[config.mk]
export PLATFORM = sky130hd
export DESIGN_NAME = instr_fetch_unit
export DESIGN_NICKNAME = d
export VERILOG_FILES = /design/src/rtl/riscv_pkg.sv /design/src/rtl/pc_next.sv /design/src/rtl/instr_fetch_unit.sv
export SDC_FILE = /design/constraint.sdc
export NUM_CORES = 1
export LEC_CHECK = 0
export ABC_AREA = 1
export BUFFER_PORTS_ARGS = -buffer_cell sky130_fd_sc_hd__buf_2
export CORE_MARGIN = 5
export CORE_UTILIZATION = 40
export CTS_CLUSTER_SIZE = 20
export DETAILED_ROUTE_END_ITERATION = 10
export PLACE_DENSITY_LB_ADDON = 0.08
export SLEW_MARGIN = 20
export SYNTH_ARGS = -nofsm -noshare
export SYNTH_HDL_FRONTEND = slang
export SYNTH_HIERARCHICAL = 1
export SYNTH_SLANG_ARGS = --single-unit
[constraint.sdc]
create_clock -name clk -period 5.35 [get_ports clk]
set_input_delay 0.8025 -clock clk [delete_from_list [all_inputs] [get_ports clk]]
set_output_delay 0.8025 -clock clk [all_outputs]
set_load 0.05 [all_outputs]
[src/rtl/riscv_pkg.sv]
// Shared definitions for the fetch stage: data width, base opcodes and the
// fetch FSM state encoding.
package riscv_pkg;

    localparam int XLEN = 32;

    localparam logic [6:0] OP_LOAD   = 7'b0000011;
    localparam logic [6:0] OP_STORE  = 7'b0100011;
    localparam logic [6:0] OP_RTYPE  = 7'b0110011;
    localparam logic [6:0] OP_BRANCH = 7'b1100011;

    typedef enum logic [1:0] {
        S_BOOT  = 2'd0,
        S_FETCH = 2'd1,
        S_EXEC  = 2'd2,
        S_HALT  = 2'd3
    } fetch_state_e;

endpackage

[src/rtl/pc_next.sv]
// Next-PC arithmetic: sequential or branch target, plus alignment check of
// the selected target. Purely combinational, wraps modulo 2^32.
module pc_next
    import riscv_pkg::*;
(
    input  logic [XLEN-1:0] pc_i,
    input  logic [XLEN-1:0] imm_ext_i,
    input  logic            branch_i,
    input  logic            zero_i,
    output logic [XLEN-1:0] pc_plus4_o,
    output logic [XLEN-1:0] target_o,
    output logic            misalign_o
);

    logic take_branch;

    assign take_branch = branch_i & zero_i;
    assign pc_plus4_o  = pc_i + 32'd4;
    assign target_o    = take_branch ? (pc_i + imm_ext_i) : pc_plus4_o;
    assign misalign_o  = |target_o[1:0];

endmodule

[src/rtl/instr_fetch_unit.sv]
// Multi-cycle fetch stage: owns the PC, fetches over a req/ready handshake
// and presents one instruction at a time to the decoder.
module instr_fetch_unit
    import riscv_pkg::*;
#(
    parameter logic [XLEN-1:0] RESET_PC = 32'h0000_0000
) (
    input  logic            clk,
    input  logic            rst,
    output logic            imem_req,
    output logic [XLEN-1:0] imem_addr,
    input  logic            imem_ready,
    input  logic [XLEN-1:0] imem_rdata,
    input  logic            Branch,
    input  logic            zero,
    input  logic [XLEN-1:0] ImmExt,
    input  logic            stall,
    output logic [XLEN-1:0] PC,
    output logic [XLEN-1:0] PCPlus4,
    output logic [XLEN-1:0] Instr,
    output logic [6:0]      Op,
    output logic            instr_valid,
    output logic            misalign
);

    fetch_state_e    state_q, state_d;
    logic [XLEN-1:0] pc_q, pc_d;
    logic [XLEN-1:0] instr_q, instr_d;
    logic            misalign_q, misalign_d;

    logic [XLEN-1:0] target;
    logic            target_misalign;

    pc_next u_pc_next (
        .pc_i       (pc_q),
        .imm_ext_i  (ImmExt),
        .branch_i   (Branch),
        .zero_i     (zero),
        .pc_plus4_o (PCPlus4),
        .target_o   (target),
        .misalign_o (target_misalign)
    );

    always_ff @(posedge clk or negedge rst) begin
        if (!rst) begin
            state_q    <= S_BOOT;
            pc_q       <= RESET_PC;
            instr_q    <= '0;
            misalign_q <= 1'b0;
        end else begin
            state_q    <= state_d;
            pc_q       <= pc_d;
            instr_q    <= instr_d;
            misalign_q <= misalign_d;
        end
    end

    always_comb begin
        state_d    = state_q;
        pc_d       = pc_q;
        instr_d    = instr_q;
        misalign_d = misalign_q;
        case (state_q)
            S_BOOT: state_d = S_FETCH;
            S_FETCH: begin
                if (imem_ready) begin
                    instr_d = imem_rdata;
                    state_d = S_EXEC;
                end
            end
            S_EXEC: begin
                // A stall freezes everything, even a resolved taken branch.
                if (!stall) begin
                    if (target_misalign) begin
                        misalign_d = 1'b1;
                        state_d    = S_HALT;
                    end else begin
                        pc_d    = target;
                        state_d = S_FETCH;
                    end
                end
            end
            S_HALT:  state_d = S_HALT;
            default: state_d = S_BOOT;
        endcase
    end

    // Outputs decode straight from state so an async reset drops them at once.
    assign imem_req    = (state_q == S_FETCH);
    assign imem_addr   = pc_q;
    assign instr_valid = (state_q == S_EXEC);
    assign Op          = instr_valid ? instr_q[6:0] : 7'b0000000;
    assign PC          = pc_q;
    assign Instr       = instr_q;
    assign misalign    = misalign_q;

endmodule

==> results of run 1 <==
-- registers in the layout, indices dropped and copies added, names as in the netlist --
register / flops
Instr: 32
PC: 32
state_q: 2
misalign: 1
-- Yosys cell counts (2+ instances only) --
cell        n
o21ai_1     2
nor3_2      3
xnor2_1    15
nand2_4     2
o21bai_1    3
nand3b_1    5
nand4_1     6
o21ai_0    11
nand3_1   121
nor2_4      6
nand2_1   455
nand2_2     5
a21oi_1    24
nor3_1     12
or2_2       4
inv_2       2
buf_6       3
dfrtp_1    67
buf_4      37
xnor2_2     3
nor2_2      2
and2_1      2
nor2_1     69
xor2_1     16
ha_1       32
clkbuf_1    7
inv_1     140
buf_2      11
-- worst min-delay path, cell delays in order (launching register included) --
cell     delay [ps]
dfrtp_1         330
nand2_1          50
nand2_1          40
-- how the worst max path moves through the flow --
stage | from | end | slack (ps) | depth (start not counted)
after floorplan | PC[2]$_DFFE_PN0P_ | PCPlus4[28] | 2160 | 7
after CTS | PC[2]$_DFFE_PN0P_ | PCPlus4[10] | 2150 | 7
final | PC[2]$_DFFE_PN0P_ | PCPlus4[10] | 2140 | 7
after global placement | Branch | PC[31]$_DFFE_PN0P_ | 2010 | 11
after detailed placement | Branch | PC[24]$_DFFE_PN0P_ | 1960 | 11
after global routing | Branch | PC[14]$_DFFE_PN0P_ | 2010 | 11
-- per-stage QoR --
| stage | hold slack (ps) | util |
|---|---|---|
| after floorplan | 507 | - |
| after global routing | 484 | 0.490 |
| after global placement | 450 | 0.469 |
| final | 462 | 0.490 |
| after detailed placement | 453 | 0.469 |
| after CTS | 468 | 0.490 |
-- area by class of cell --
cell class              count  area (sq um)
clock buffers              11           253
well taps                 216           270
fillers                  1767          8130
flip-flops and latches     67          1680
multi-input cells         807          3940
clock inverters             5          85.1
inverters                 142           533
repair buffers            210          1060
-- placed cells by master, fill, tap and decap left out, types with 2 or more instances in the layout --
cell type  count
nand2_1      455
buf_2        207
inv_1        140
nand3_1      121
nor2_1        69
dfrtp_1       67
ha_1          32
a21oi_1       24
xor2_1        16
xnor2_1       15
nor3_1        12
o21ai_0       11
clkbuf_16      9
nor2_4         6
nand4_1        6
nand2_2        5
nand3b_1       5
or2_2          4
buf_4          3
nor3_2         3
xnor2_2        3
o21bai_1       3
inv_2          2
nor2_2         2
nand2_4        2
clkbuf_8       2
clkinv_4       2
bufinv_16      2
o21ai_1        2
and2_1         2
-- routing by layer --
metal | up-vias | wire [um] | global-route usage
li1 | 3634 | - | -
met1 | 3088 | 9720 | 0.315
met2 | 249 | 10200 | 0.378
met3 | 25 | 1820 | 0.0508
met4 | 0 | 384 | 0.0576
met5 | - | 0 | 0
-- logic make-up (layout without fill, tap and decap cells) --
family,after synthesis,after routing,synth area share
adders and majority gates,33,33,0.0643
and+or+nand+nor,697,697,0.453
xor gates and xnor gates,34,34,0.0490
AOI/OAI and AO/OA,42,42,0.0340
buffers and inverters,201,368,0.142
DFF,67,67,0.256
muxes,1,1,0.00153
-- report_power, final --
| part | switching (mW) | internal [mW] |
|---|---|---|
| logic | 2.93 | 0.906 |
| registers | 0.369 | 0.725 |
| clock network | 0.230 | 0.435 |
| total | 3.53 | 2.07 |
==> results.yml, run 1 <==
pwr:
  power_density_mw_per_mm2: 717
  p_leak_nw: 4.85
  vdd_ir_drop_max_uv: 437
  finalPower_mw: 5.60
synthesis:
  synth_cells: 1075
  synth_cell_types: 38
  ys_warn_count: 6
  synth_seq_cells: 67
  synth_edf_count: 0
  syn_area_sq_mm: 0.00654
  ys_seq_area_frac: 0.256
  synth.area.top_cells: "nand2_1 (26%), dfrtp_1 (26%), nand3_1 (9.3%)"
  netlist.area_leader.share: 0.261
  syn_nets: 1178
  synth.avg_cell_area_sq_um: 6.08
  synth_area_leader_cell: "nand2_1"
  async_flop_share: 1.00
  synth_ff_type: "dfrtp_1"
critical_path:
  end_kind: "output port"
  critical_path_required_ps: 4550
  r2r_start: "PC[0]$_DFFE_PN0P_"
  arrival_ps: 2410
  cp-start-kind: "flop"
  path_buf_inv: 1
  crit_top_cell: "nor2_1"
  r2r_cells: 9
  critPathSlowestCell: "dfrtp_1"
  slowest_delay_ps: 520
  path_delay_family: "simple AND/OR/NAND/NOR gates"
  crit_type: "flop to output port"
  r2r-end: "PC[14]$_DFFE_PN0P_"
  critPathMaxFanout: 8
  reg2reg_setup_slack_ps: 2670
  worstPathCellList: "ha_1 > nand2_2 > nor2_1 > nand2_1 > nor2_1 > xor2_1 > buf_2"
timing:
  min_period_ps: 3210
  clock.fmax_mhz: 311
  slew_violations: 0
  rsz0062_at_grt: "no"
  fin_skew_ps: 4.74
  finalSetupViolations: 0
  period_share: 0.601
  hold_viol_final: 0
  setup_tns_ps: 0
  max-slew-margin-rel: 0.424
  setup_ws_ps: 2140
  worstMarginPinSlew_ps: 864
placement:
  portBuffers: 207
  place_inst: 1442
  dp_slack_ps: 1960
  place_area_sq_mm: 0.00747
  gp_congestion: 0.924
  dp_hpwl_mm: 17.7
cells_and_area:
  area_growth_syn_to_layout_pct: 19.4
  final_cells: 1458
  fin_nets: 1340
  layout-drive-gt1-share: 0.206
  fin_area_sq_mm: 0.00781
  antenna_cells: 0
hold_path:
  min_path_type: "flop to flop"
  min_path_cells: 2
  min_from: "Instr[15]$_DFFE_PN0P_"
  hold_path_end: "Instr[15]$_DFFE_PN0P_"
drt:
  first_pass_iters: 5
  drt-wirelength-per-cell_um: 15.2
  vias: 6996
  drt-initial-drc-count: 469
  drc: 0
  wirelength_mm: 22.1
  ant_nets: 0
  viasPerCell: 4.80
clocking:
  ctsResizeCount: 0
  htreeDepth: 3
  cts.sinks: 67
  cts-root-buf: "clkbuf_16"
  post_cts_buffers: 0
  worstSkewPairLatency_ps: 330
  cts_tree: "done"
  clk_path_buf_depth: 2
  cts_buffers: 9
  clkTransAtPathRegs_ps: 60
  ctsHoldBuffers: 0
die:
  fp-row-count: 46
  start_util: 0.410
  dieHeight_um: 138
  num_io_pins: 208
  dieArea_sq_mm: 0.0190
  die_w_um: 138
  coreArea_sq_mm: 0.0159
run_status:
  status: "finished, final reports clean"
grt:
  grt_pass1_vias: 6633
  grt_max_degree: 68
  grt_remaining_overflow: 0
  grt_pass1_wl_mm: 34.4
  antenna_found_initial: 0
  grt_usage: 0.232
job:
  drv_cap: 0
(Power assumes the default switching activity.)
==> inputs of run 2 (changes only) <==
Clock period 5.35 ns to 2.74 ns, I/O delays scaled along.
==> run 2 against run 1 <==
Critical path depth down 1. Register-to-register slack worse by 2300 ps. Critical path type unchanged. Global-route usage up 0.98 points. Worst hold slack worse by 370 ps. Clock power up 77%. Largest power group unchanged. Final area up 1.4%.
==> results.yml, run 2 (synthesis gave the netlist of run 1 again) <==
timing:
  rsz0062_at_grt: "no"
  hold_viol_final: 0
  slew_violations: 0
  max-slew-margin-rel: 0.593
  worstMarginPinSlew_ps: 608
  min_period_ps: 2600
  finalSetupViolations: 0
  fin_skew_ps: 6.17
  setup_tns_ps: 0
  period_share: 0.950
  clock.fmax_mhz: 384
run_status:
  status: "finished, final reports clean"
clocking:
  cts.sinks: 67
  worstSkewPairLatency_ps: 330
  clk_path_buf_depth: 2
  post_cts_buffers: 0
  clkTransAtPathRegs_ps: 60
  cts_tree: "done"
  htreeDepth: 3
  cts-root-buf: "clkbuf_16"
  ctsHoldBuffers: 0
  ctsResizeCount: 0
  cts_buffers: 9
job:
  drv_cap: 0
pwr:
  p_sw_mw: 6.97
  finalPower_mw: 11.0
  p_int_mw: 4.00
  p_leak_nw: 4.89
  p_clk_frac: 0.107
  swShare: 0.636
  p_comb_frac: 0.699
  seqPwrFrac: 0.194
  power_density_mw_per_mm2: 1380
  vdd_ir_drop_max_uv: 688
critical_path:
  r2r_start: "PC[4]$_DFFE_PN0P_"
  end_kind: "output port"
  slowest_delay_ps: 510
  critPathLaunch: "PC[13]$_DFFE_PN0P_"
  critPathMaxFanout: 7
  path_buf_inv: 1
  cp-start-kind: "flop"
  crit_top_cell: "nand2_1"
  worstPathCellList: "nand2_1 > nor2_4 > nand2_1 > nor3_2 > xor2_1 > buf_2"
  arrival_ps: 2190
  critical_path_required_ps: 2330
  path_delay_family: "simple AND/OR/NAND/NOR gates"
  crit_type: "flop to output port"
  critPathSlowestCell: "dfrtp_1"
placement:
  place_area_sq_mm: 0.00758
  gp_congestion: 0.921
  portBuffers: 207
  dp_hpwl_mm: 18.2
  place_inst: 1452
drt:
  drt-initial-drc-count: 488
  drc: 0
  drt-wirelength-per-cell_um: 15.5
  ant_nets: 0
  viasPerCell: 4.84
  first_pass_iters: 5
  wirelength_mm: 22.8
  vias: 7099
die:
  coreArea_sq_mm: 0.0159
  num_io_pins: 208
  fp-row-count: 46
  dieArea_sq_mm: 0.0190
  start_util: 0.410
  dieHeight_um: 138
  die_w_um: 138
grt:
  grt_pass1_vias: 6695
  grt_pass1_wl_mm: 35.8
  grt_max_degree: 68
  grt_remaining_overflow: 0
  antenna_found_initial: 0
  grt_usage: 0.242
cells_and_area:
  mostFrequentLayoutCells: "nand2_1 (455), buf_2 (203), inv_1 (140), nand3_1 (121), nor2_1 (68)"
  final_common_cell: "nand2_1"
  area_growth_syn_to_layout_pct: 21.1
  fin_util: 0.497
  final_cells: 1468
  final.fill_count: 1717
  fin_area_sq_mm: 0.00792
  antenna_cells: 0
  layout-drive-gt1-share: 0.225
  fin_nets: 1350
hold_path:
  min_path_type: "primary input to asynchronous set/reset pin"
## run 2: cell types whose count changed in the layout (fill, tap and decap cells not counted), sizes merged
cell	change
buf	+6
bufinv	-1
clkbuf	+2
clkinv	-1
clkinvlp	+2
inv	+2
## run 2: path summary, 6_finish.rpt
| check | endpoint | slack [ps] | cells after the start |
|---|---|---|---|
| max | PCPlus4[15] | 140 | 6 |
| min | PC[23]$_DFFE_PN0P_ | 90 | 2 |
| max reg2reg | PC[30]$_DFFE_PN0P_ | 360 | 14 |
| min reg2reg | Instr[31]$_DFFE_PN0P_ | 460 | 2 |
| max in group asynchronous | PC[5]$_DFFE_PN0P_ | 2320 | 2 |
| min in group clk | Instr[17]$_DFFE_PN0P_ | 300 | 3 |
## run 2: power by group through the flow
stage | combinational (mW) | sequential [mW] | clock, mW
6_report | 7.66 | 2.13 | 1.18
5_1_grt | 8.28 | 2.21 | 1.25
4_1_cts | 7.66 | 2.11 | 1.20
3_5_place_dp | 7.65 | 2.11 | 0
3_3_place_gp | 7.63 | 2.13 | 0
2_1_floorplan | 4.61 | 3.41 | 0
## run 2: area by class of cell
cell class / instances / area, sq um / area share
Clock buffer: 9 / 225 / 0.0284
Clock inverter: 7 / 75.1 / 0.00948
Inverter: 142 / 533 / 0.0673
Multi-Input combinational cell: 807 / 3980 / 0.502
Sequential cell: 67 / 1690 / 0.213
Tap cell: 216 / 270 / 0.0341
Timing Repair Buffer: 220 / 1160 / 0.146
## run 2: metal layers
metal | routed length (um) | GRT usage
met2 | 10500 | 0.387
met3 | 1760 | 0.0428
met4 | 412 | 0.0724
met5 | 0 | 0
met1 | 10100 | 0.336
## run 2: worst reg2reg max path, delay by kind of cell, from the launching register on
| family | cells | cell delay [ps] |
|---|---|---|
| AND/OR/NAND/NOR | 13 | 1320 |
| flip-flops | 1 | 510 |
| adder cells (fa/ha/maj) | 1 | 450 |
## run 2: per-stage QoR
| stage | worst slack [ps] | hold slack, ps |
|---|---|---|
| final | 136 | 94.2 |
| after global routing | 4.78 | 127 |
| after CTS | 12.4 | 107 |
| after detailed placement | 367 | 453 |
| after global placement | 349 | 451 |
| after floorplan | 0.125 | 115 |
==> inputs of run 3 (changes only) <==
Settings changed: CORE_UTILIZATION 40 to 45.
==> run 3 against run 2 <==
Die area shrank 10%. Flip-flop and latch count stayed put. Largest power group unchanged. Combinational power down 1%. Largest cell class unchanged. Clock power hardly changed. Worst hold slack better by 180 ps. Register-to-register slack worse by 70 ps. Final area decreased by 1.1%.
==> results.yml, run 3 (synthesis gave the netlist of run 1 again) <==
run_status:
  status: "finished, final reports clean"
pwr:
  p_int_mw: 3.96
  p_sw_mw: 6.88
  vdd_ir_drop_max_uv: 969
  p_comb_frac: 0.697
  swShare: 0.635
  seqPwrFrac: 0.197
  p_clk_frac: 0.106
  power_density_mw_per_mm2: 1380
  p_leak_nw: 4.87
placement:
  dp_hpwl_mm: 17.4
  dp_slack_ps: 289
  gp_congestion: 0.896
  portBuffers: 207
grt:
  grt_pass1_wl_mm: 34.5
  grt_max_degree: 68
  grt_use_met3: 0.0528
  busiest_layer: "met2"
  grt_pass1_vias: 6775
  grt_usage: 0.258
  met1_usage: 0.355
  grtUsageMet2: 0.412
  antenna_found_initial: 0
  grt_remaining_overflow: 0
timing:
  setup_tns_ps: 0
  clock.fmax_mhz: 382
  finalSetupViolations: 0
  min_period_ps: 2620
  fin_skew_ps: 4.67
  hold_viol_final: 0
  period_share: 0.955
  setup_ws_ps: 123
  slew_violations: 0
  worstMarginPinSlew_ps: 881
  max-slew-margin-rel: 0.413
  rsz0062_at_grt: "no"
job:
  drv_cap: 0
critical_path:
  crit_type: "flop to output port"
  arrival_ps: 2210
  critical_path_required_ps: 2330
  cp-start-kind: "flop"
  end_kind: "output port"
  critPathMaxFanout: 8
drt:
  vias: 7140
  ant_nets: 0
  wirelength_mm: 21.7
  viasPerCell: 4.98
  first_pass_iters: 6
  drt-initial-drc-count: 485
  drc: 0
  drt-wirelength-per-cell_um: 15.1
die:
  fp-row-count: 44
  start_util: 0.455
  dieArea_sq_mm: 0.0170
  coreArea_sq_mm: 0.0144
  num_io_pins: 208
  dieHeight_um: 131
  die_w_um: 131
clocking:
  cts-root-buf: "clkbuf_16"
  cts.sinks: 67
  clkTransAtPathRegs_ps: 60
  worstSkewPairLatency_ps: 340
  post_cts_buffers: 0
  cts_tree: "done"
  clk_path_buf_depth: 2
  htreeDepth: 3
  cts_buffers: 9
cells_and_area:
  antenna_cells: 0
  fin_nets: 1349
  final_common_cell: "nand2_1"
  mostFrequentLayoutCells: "nand2_1 (455), buf_2 (206), inv_1 (140), nand3_1 (121), nor2_1 (68)"
  area_growth_syn_to_layout_pct: 19.8
  layout-drive-gt1-share: 0.221
hold_path:
  min_path_type: "primary input to asynchronous set/reset pin"
-- run 3: worst paths after layout --
kind | from | to | slack [ps] | depth (start not counted)
min in group clk | imem_rdata[21] | Instr[21]$_DFFE_PN0P_ | 300 | 3
max in group asynchronous | rst | PC[3]$_DFFE_PN0P_ | 1830 | 2
worst min-delay path | rst | PC[22]$_DFFE_PN0P_ | 270 | 2
worst max-delay path | PC[2]$_DFFE_PN0P_ | PCPlus4[20] | 120 | 9
worst max register to register | PC[0]$_DFFE_PN0P_ | PC[27]$_DFFE_PN0P_ | 290 | 8
worst min register to register | Instr[20]$_DFFE_PN0P_ | Instr[20]$_DFFE_PN0P_ | 470 | 2
-- run 3: final cells by class --
cell class	instances	area [sq um]
clock buffers	10	229
clock inverters	6	66.3
fillers	1545	6530
inverters	142	533
multi-input cells	807	3960
flip-flops and latches	67	1690
well taps	184	230
repair buffers	219	1130
-- run 3: metrics by stage --
stage	hold slack [ps]	utilization	instances	instance area [sq um]	total power [mW]
global placement	448	0.524	1419	7520	9.67
floorplan	115	-	1075	6560	8.02
global route	294	0.545	1435	7840	11.7
finish	275	0.545	1435	7840	10.8
CTS	290	0.544	1435	7820	10.9
detailed placement	450	0.524	1419	7520	9.68
-- run 3: layer usage --
metal | wire (um) | part of all wire
met5 | 0 | 0
met4 | 470 | 0.022
met3 | 1610 | 0.074
met2 | 9980 | 0.46
met1 | 9640 | 0.44
-- run 3: power by group through the flow --
stage / clock, mW / sequential (mW) / combinational, mW
floorplan: 0 / 3.41 / 4.61
global placement: 0 / 2.13 / 7.53
detailed placement: 0 / 2.13 / 7.55
CTS: 1.18 / 2.12 / 7.57
global route: 1.21 / 2.23 / 8.23
finish: 1.15 / 2.14 / 7.56
-- run 3: timing repair --
action | 4_1_cts | 5_1_grt
setup endpoints to repair | 1 | 17
gates cloned | 0 | 0
gates resized for setup | 1 | 10
hold buffers | 0 | 0
-- run 3: critical path: stages, from the launching register on --
cell     delay (ps)
dfrtp_2         460
ha_2            240
nand2_2          70
nor3_2          180
nand2_2         130
nor2_4          130
nand2_2          80
xor2_1          270
inv_1            80
buf_2           220
